`src/rtl/nexys_starship_pkg.sv`:
```
// Shared constants for the Nexys starship repair logic: room indices,
// arbiter state encoding and the default per-grant timeout.
package nexys_starship_pkg;

  localparam logic [1:0] ROOM_TOP   = 2'd0;
  localparam logic [1:0] ROOM_BTM   = 2'd1;
  localparam logic [1:0] ROOM_LEFT  = 2'd2;
  localparam logic [1:0] ROOM_RIGHT = 2'd3;

  localparam logic [1:0] ST_IDLE    = 2'd0;
  localparam logic [1:0] ST_SERVE   = 2'd1;
  localparam logic [1:0] ST_RELEASE = 2'd2;

  localparam int DEFAULT_TIMEOUT_TICKS = 8;

  function automatic logic [3:0] room_onehot(input logic [1:0] idx);
    logic [3:0] oh;
    oh = 4'b0000;
    oh[idx] = 1'b1;
    return oh;
  endfunction

endpackage

```
`src/rtl/nexys_starship_rr_pick.sv`:
```
// Combinational round-robin picker: first set request at or after the
// pointer, wrapping from room 3 back to room 0.
module nexys_starship_rr_pick
  import nexys_starship_pkg::*;
(
  input  logic [3:0] req_i,
  input  logic [1:0] ptr_i,
  output logic       vld_o,
  output logic [1:0] idx_o
);

  // Scan the farthest offset first so the nearest requester overwrites it.
  always_comb begin
    vld_o = 1'b0;
    idx_o = ptr_i;
    for (int i = 3; i >= 0; i--) begin
      if (req_i[ptr_i + 2'(i)]) begin
        vld_o = 1'b1;
        idx_o = ptr_i + 2'(i);
      end
    end
  end

endmodule

```
`src/rtl/nexys_starship_repair_arbiter.sv`:
```
// Repair console arbiter: grants the Sw/BtnU console to one broken room at a
// time. Define NEXYS_STARSHIP_ARB_PRIORITY_EN for fixed top>btm>left>right.
module nexys_starship_repair_arbiter
  import nexys_starship_pkg::*;
#(
  parameter int TIMEOUT_TICKS = DEFAULT_TIMEOUT_TICKS
) (
  input  logic       board_clk,
  input  logic       Reset,
  input  logic [3:0] req,
  input  logic [3:0] done,
  input  logic       submit_pulse,
  input  logic [3:0] hex_in,
  input  logic       timer_tick,
  input  logic       gameover,
  output logic [3:0] grant,
  output logic [3:0] submit_out,
  output logic [3:0] hex_out,
  output logic [1:0] active_idx,
  output logic       busy,
  output logic [3:0] timeout_err
);

  localparam logic [3:0] TIMEOUT_LIM = 4'(TIMEOUT_TICKS);

  logic [1:0] state_q, state_d;
  logic [1:0] ptr_q, ptr_d;
  logic [3:0] cnt_q, cnt_d;
  logic [3:0] grant_q, grant_d;
  logic [3:0] sub_q, sub_d;
  logic [3:0] hex_q, hex_d;
  logic [1:0] idx_q, idx_d;
  logic       busy_q, busy_d;
  logic [3:0] to_q, to_d;

  logic       win_vld;
  logic [1:0] win_idx;
  logic [3:0] cnt_inc;
  logic       owner_exit;
  logic       to_hit;

`ifdef NEXYS_STARSHIP_ARB_PRIORITY_EN
  always_comb begin
    win_vld = |req;
    win_idx = ROOM_RIGHT;
    if (req[ROOM_LEFT]) win_idx = ROOM_LEFT;
    if (req[ROOM_BTM])  win_idx = ROOM_BTM;
    if (req[ROOM_TOP])  win_idx = ROOM_TOP;
  end
`else
  nexys_starship_rr_pick u_pick (
    .req_i (req),
    .ptr_i (ptr_q),
    .vld_o (win_vld),
    .idx_o (win_idx)
  );
`endif

  assign cnt_inc    = (cnt_q == 4'hF) ? cnt_q : cnt_q + 4'd1;
  assign owner_exit = done[idx_q] | ~req[idx_q];
  assign to_hit     = timer_tick & (cnt_inc >= TIMEOUT_LIM);

  // All outputs are registered; the _d values describe the next cycle's outputs.
  always_comb begin
    state_d = state_q;
    ptr_d   = ptr_q;
    cnt_d   = cnt_q;
    grant_d = 4'b0000;
    sub_d   = 4'b0000;
    hex_d   = 4'h0;
    idx_d   = idx_q;
    busy_d  = 1'b0;
    to_d    = 4'b0000;
    case (state_q)
      ST_IDLE: begin
        if (!gameover && win_vld) begin
          state_d = ST_SERVE;
          grant_d = room_onehot(win_idx);
          idx_d   = win_idx;
          busy_d  = 1'b1;
          hex_d   = hex_in;
          cnt_d   = 4'd0;
        end
      end
      ST_SERVE: begin
        if (gameover) begin
          state_d = ST_IDLE;
        end else if (owner_exit) begin
          // done beats a simultaneous timeout, so no error here.
          state_d = ST_RELEASE;
          ptr_d   = idx_q + 2'd1;
        end else if (to_hit) begin
          state_d = ST_RELEASE;
          ptr_d   = idx_q + 2'd1;
          to_d    = room_onehot(idx_q);
        end else begin
          grant_d = grant_q;
          busy_d  = 1'b1;
          hex_d   = hex_in;
          sub_d   = submit_pulse ? grant_q : 4'b0000;
          if (timer_tick) cnt_d = cnt_inc;
        end
      end
      ST_RELEASE: begin
        state_d = ST_IDLE;
      end
      default: begin
        state_d = ST_IDLE;
      end
    endcase
  end

  always_ff @(posedge board_clk or posedge Reset) begin
    if (Reset) begin
      state_q <= ST_IDLE;
      ptr_q   <= 2'd0;
      cnt_q   <= 4'd0;
      grant_q <= 4'b0000;
      sub_q   <= 4'b0000;
      hex_q   <= 4'h0;
      idx_q   <= 2'd0;
      busy_q  <= 1'b0;
      to_q    <= 4'b0000;
    end else begin
      state_q <= state_d;
      ptr_q   <= ptr_d;
      cnt_q   <= cnt_d;
      grant_q <= grant_d;
      sub_q   <= sub_d;
      hex_q   <= hex_d;
      idx_q   <= idx_d;
      busy_q  <= busy_d;
      to_q    <= to_d;
    end
  end

  assign grant       = grant_q;
  assign submit_out  = sub_q;
  assign hex_out     = hex_q;
  assign active_idx  = idx_q;
  assign busy        = busy_q;
  assign timeout_err = to_q;

endmodule

```
`config.mk`:
```
export PLATFORM = sky130hd
export DESIGN_NAME = nexys_starship_repair_arbiter
export DESIGN_NICKNAME = d
export VERILOG_FILES = /design/src/rtl/nexys_starship_pkg.sv /design/src/rtl/nexys_starship_rr_pick.sv /design/src/rtl/nexys_starship_repair_arbiter.sv
export SDC_FILE = /design/constraint.sdc
export NUM_CORES = 1
export LEC_CHECK = 0
export ABC_AREA = 0
export BUFFER_PORTS_ARGS = -buffer_cell sky130_fd_sc_hd__buf_2
export CAP_MARGIN = 20
export CORE_ASPECT_RATIO = 1.1
export CORE_MARGIN = 10
export CORE_UTILIZATION = 30
export DETAILED_ROUTE_END_ITERATION = 10
export GPL_TIMING_DRIVEN = 0
export PLACE_DENSITY_LB_ADDON = 0.15
export RECOVER_POWER = 25
export SKIP_CTS_REPAIR_TIMING = 1
export SLEW_MARGIN = 20
export SYNTH_ARGS = -nofsm -noshare
export SYNTH_HDL_FRONTEND = slang
export SYNTH_HIERARCHICAL = 1
export SYNTH_SLANG_ARGS = --single-unit
```
`constraint.sdc`:
```
create_clock -name board_clk -period 3 [get_ports board_clk]
set_input_delay 0.6 -clock board_clk [delete_from_list [all_inputs] [get_ports board_clk]]
set_output_delay 0.6 -clock board_clk [all_outputs]
set_load 0.1 [all_outputs]
```
* Word level (Yosys, flattened, before mapping)
Index checks and enable logic that the tools add are counted.
** Storage, ports and cells
- Flip-flop bits (word level) :: 27
- Latch bits :: 0
- RAM bits :: 0
- ROM bits :: 0
- Input port bits :: 17
- Output and inout bits :: 19
- Logic and storage cells :: 108
- Memories :: 0
** Operators by class
- $add $sub $neg :: 5
- $mul :: 0
- Divide/modulo/power cells :: 0
- Magnitude comparators :: 9
- Equality and inequality tests :: 8
- Shift operators :: 0
- Muxes and demuxes :: 62
- Bitwise logic cells :: 4
- Reductions and logical operators :: 11
** Operators with widths (count)
- $mux 4 :: 23
- $pmux 4 s2 :: 3
- $mux 2 :: 10
- $lt 2x3->1 const B :: 6
- $mux 1 :: 16
- $bmux 1 s2 :: 6
- $ne 2x2->1 const B :: 5
- $reduce_and 6->1 :: 1
- $add 2x1->2 const B :: 2
- $add 2x2->2 const B :: 2
- $add 4x1->4 const B :: 1
- $demux 1 s2 :: 2
- $eq 4x4->1 const B :: 1
- $ge 2x1->1 const B :: 2
- $ge 4x4->1 const B :: 1
- $ne 4x4->1 const B :: 1
- $pmux 2 s2 :: 1
- $reduce_and 2->1 :: 2
- $reduce_bool 2->1 :: 2
- $logic_and 1x1->1 :: 3
- $reduce_and 3->1 :: 1
- $eq 2x1->1 const B :: 1
- $logic_not 2->1 :: 1
- $not 1->1 :: 2
- 4 further kinds :: 4

* Longest topological paths before layout
- Word-level depth :: 13
- Mapped depth :: 8
- Mapped depth without buffers :: 7

* By module
Netlist, hierarchy kept.
** By module, submodules not included
- nexys_starship_repair_arbiter :: instances 1, cells an instance 101, area each 1209.9 µm², sequential area each 675.6 µm²
- nexys_starship_rr_pick :: instances 1, cells an instance 16, area each 100.1 µm², sequential area each 0.0 µm²

* Least setup slack after synthesis
OpenSTA, ideal clock, no wires.
- Path kind :: register -> register
- Start :: register idx_q[1] (netlist: active_idx[1])
- End :: register ptr_q[0]
- Setup time :: 128 ps
- Arrival :: 2291 ps
- Required time :: 2872 ps
- Setup slack :: 581 ps
- Cell stages (with the launch flop) :: 6
- Path buffers :: 0
- Clock period less this slack :: 2419 ps
- Cell sequence :: dfrtp_1 inv_1 mux4_2 nand2_1 and3_4 mux2_1
** On the way
- Cells in the longest elaborated chain, start to end :: 6
- Elaborated cells on any way between the ends :: 9
- Classes of those cells :: mux: 5; bitwise: 2; reduce/logical: 2
** Ends and longest elaborated chain
- from (decl) :: RTL line nexys_starship_repair_arbiter.sv:32 : logic [1:0] idx_q, idx_d;
- from (signal assigned) :: RTL line nexys_starship_repair_arbiter.sv:131 : idx_q <= idx_d;
- $bmux 1 s2 :: RTL line nexys_starship_repair_arbiter.sv:60 : assign owner_exit = done[idx_q] | ~req[idx_q];
- $mux 1 (implied by the code) :: RTL line nexys_starship_repair_arbiter.sv:60
- $not 1->1 :: RTL line nexys_starship_repair_arbiter.sv:60
- $or 1x1->1 (*) :: RTL line nexys_starship_repair_arbiter.sv:60
- $reduce_bool 2->1 (no source line)
- $reduce_and 3->1 (no source line)
- to (signal assigned) :: RTL line nexys_starship_repair_arbiter.sv:126 : ptr_q <= ptr_d;
- to (decl) :: RTL line nexys_starship_repair_arbiter.sv:27 : logic [1:0] ptr_q, ptr_d;
Every way passes the cells marked *; elsewhere a longest branch is shown, timed or not. The select of a mux whose other input is x is not followed.
A chain may end at the register's enable or synchronous reset.

* Worst setup path after layout
Same ends and word-level chain as after synthesis.

==> results.py <==
metrics = {
    "status": {
        "status": "completed",
    },
    "min_path": {
        "hold_start": "grant[0]",
        "hold_path_class": "reg2reg",
    },
    "route": {
        "vias_per_cell": 4.70,
        "first_iter_violations": 26,
        "num_vias": 986,
        "drc": 0,
        "first_pass_iters": 4,
        "wirelength_mm": 2.98,
        "ant_nets": 0,
        "detail_route.wl_per_cell_um": 14.2,
    },
    "setup_path": {
        "r2r-start": "active_idx[1]",
        "crit_arrival_ns": 2.11,
        "worstPathRequired_ns": 3.16,
        "startpoint": "active_idx[1]",
        "crit_fanout": 4,
        "crit_path_start_kind": "flop",
        "reg2reg_slack_ns": 1.05,
        "timing_worst_setup_path_type": "reg2reg",
        "cp-end-kind": "flop",
    },
    "synthesis": {
        "synth_mux_area_frac": 0.0344,
        "ys_types": 40,
        "synthXorXnorAreaFrac": 0,
        "synthCells": 117,
        "yosys-top-cells-area": "dfrtp_1 52%, and2_1 4.8%, ha_1 4.8%, nor2b_1 2.4%, nand2_1 2.3%",
        "yosysSeqAreaShare": 0.516,
        "syn_area_sq_mm": 0.00131,
        "async_reset_ff_frac": 1.00,
        "synth_top_cell_by_area": "dfrtp_1",
        "synth_fa_ha_area_frac": 0.0478,
        "synthSimpleGateAreaFrac": 0.249,
        "syn_nets": 139,
        "ys_top_cells_by_count": "27 x dfrtp_1, 10 x and2_1, 8 x nand2_1",
        "ys.flop_type": "dfrtp_1",
        "synth_top_family_by_area": "simple AND/OR/NAND/NOR gates",
        "yosysTopAreaCellShare": 0.516,
        "yosysMostFrequentCell": "dfrtp_1",
        "synth_compound_area_frac": 0.124,
        "ys_warn_count": 6,
        "synth_edf_count": 0,
        "synth.ff_latch_count": 27,
        "postSynthAreaPerCell_sq_um": 11.2,
    },
    "sta": {
        "layout_min_cycle_time_ns": 1.95,
        "max_slew.worst_pin.slew_ns": 1.00,
        "finalHoldViolCount": 0,
        "rsz0062_at_grt": "false",
        "fin_crit_sh": 0.651,
        "timing.fmax_ghz": 0.512,
        "fin_skew_ns": 0.00244,
        "maxSlewHeadroom": 0.330,
        "report.final.slew_viol_count": 0,
        "fin_tns_setup_ns": 0,
        "setup_viol": 0,
    },
    "job": {
        "max-cap-violations": 0,
    },
    "pwr": {
        "irDropWorstVdd_mv": 0.340,
        "power_density_mw_per_mm2": 770,
        "leakage_nw": 0.838,
    },
    "cells_and_area": {
        "n_antenna_cell": 0,
        "syn2layout_area_growth_pct": 22.3,
        "final_nets": 179,
        "utilization": 0.376,
        "drive_above_1_share": 0.340,
    },
    "global_route": {
        "grt.overflow.total": 0,
        "grt_pass1_wl_mm": 5.05,
        "grt_start_max_net_pins": 28,
        "first_global_vias": 1063,
        "grt.total_usage": 0.0838,
        "antenna_found_initial": 0,
    },
    "floorplan": {
        "num_rows": 25,
        "start_util": 0.308,
        "die_w_um": 83.0,
        "coreArea_sq_mm": 0.00425,
        "die_h_um": 89.3,
        "io_pins": 36,
        "die_area_sq_mm": 0.00741,
    },
    "place": {
        "port_buffers": 35,
        "post-dp-hpwl_mm": 2.41,
        "place_congestion": 0.814,
    },
    "clock_network": {
        "cts_tree": "built",
        "clkTransAtPathRegs_ns": 0.09,
        "clk_latency_ns": 0.27,
        "cts_num_sinks": 27,
        "h-tree-depth": 1,
        "clockRootBuffer": "clkbuf_8",
        "cts.path.max_buffers": 2,
        "cts_buffers": 3,
    },
}
-- worst max-delay path, stage by stage (launching register included) --
cell and delay [ns]:
dfrtp_1 0.42, inv_1 0.15, mux4_2 0.59, nand2_1 0.14
and3_4 0.22, mux2_1 0.32
-- routing by layer --
layer	share of wire	routed length, um	vias up	track usage
met5	0	0	-	0
met4	0.0077	23	0	0.0372
met3	0.053	159	2	0.0255
met2	0.47	1400	29	0.141
met1	0.47	1400	464	0.0970
li1	-	-	491	-
-- power breakdown --
group	internal, mW	switching [mW]
sequential	0.425	0.0566
clock	0.0941	0.111
combinational	0.144	0.401
-- through the flow --
stage                     setup slack (ns)  total power [mW]  hold slack (ns)  cell area [sq um]  instances
after floorplan                      0.581             0.920            0.487               1310        117
after CTS                             1.03              1.25            0.520               1600        210
after detailed placement             0.787              1.04            0.498               1550        206
after global placement               0.810              1.03            0.488               1550        206
after global routing                 0.929              1.31            0.533               1600        210
final                                 1.05              1.23            0.516               1600        210
-- path summary, 6_finish.rpt --
kind	depth (start not counted)	end
min in group asynchronous	2	timeout_err[3]
setup reg to reg	5	ptr_q[0]
max in group asynchronous	2	cnt_q[1]
hold / removal	1	grant[0]
setup / recovery	5	ptr_q[0]
hold reg to reg	1	grant[0]
-- logic make-up (layout without fill, tap and decap cells) --
group / count (synthesis) / after routing
simple gates: 54 / 54
flops: 27 / 27
compound gates: 21 / 21
buf+inv: 7 / 46
fa+ha+maj: 5 / 5
mux: 3 / 3
-- cells in the final DEF, fill, tap and decap left out, types with 2 or more instances in the layout --
cell,n
nor2_1,5
inv_1,5
clkbuf_8,3
and3_1,4
o21ai_0,5
and2_1,10
a32o_1,2
and2b_2,2
mux2_1,2
nor2b_1,5
a21o_1,2
a21oi_1,2
nand3_1,5
nand2_1,8
nor3_1,3
dfrtp_1,27
ha_1,5
buf_2,35
o2bb2ai_1,2
-- sequential cells by signal (all words and copies together) (netlist names) --
register	flops
state_q	2
active_idx	2
cnt_q	4
submit_out	4
timeout_err	4
hex_out	4
busy	1
grant	4
ptr_q	2
-- area by class of cell --
| class | count | area, sq um |
|---|---|---|
| inverters | 5 | 18.8 |
| clock buffers | 3 | 41.3 |
| well taps | 54 | 67.6 |
| clock inverters | 1 | 7.51 |
| repair buffers | 35 | 175 |
| multi-input cells | 83 | 597 |
| fillers | 448 | 2650 |
| flip-flops and latches | 27 | 676 |
| plain buffers | 2 | 18.8 |
Power figures use the tool's default switching activity.
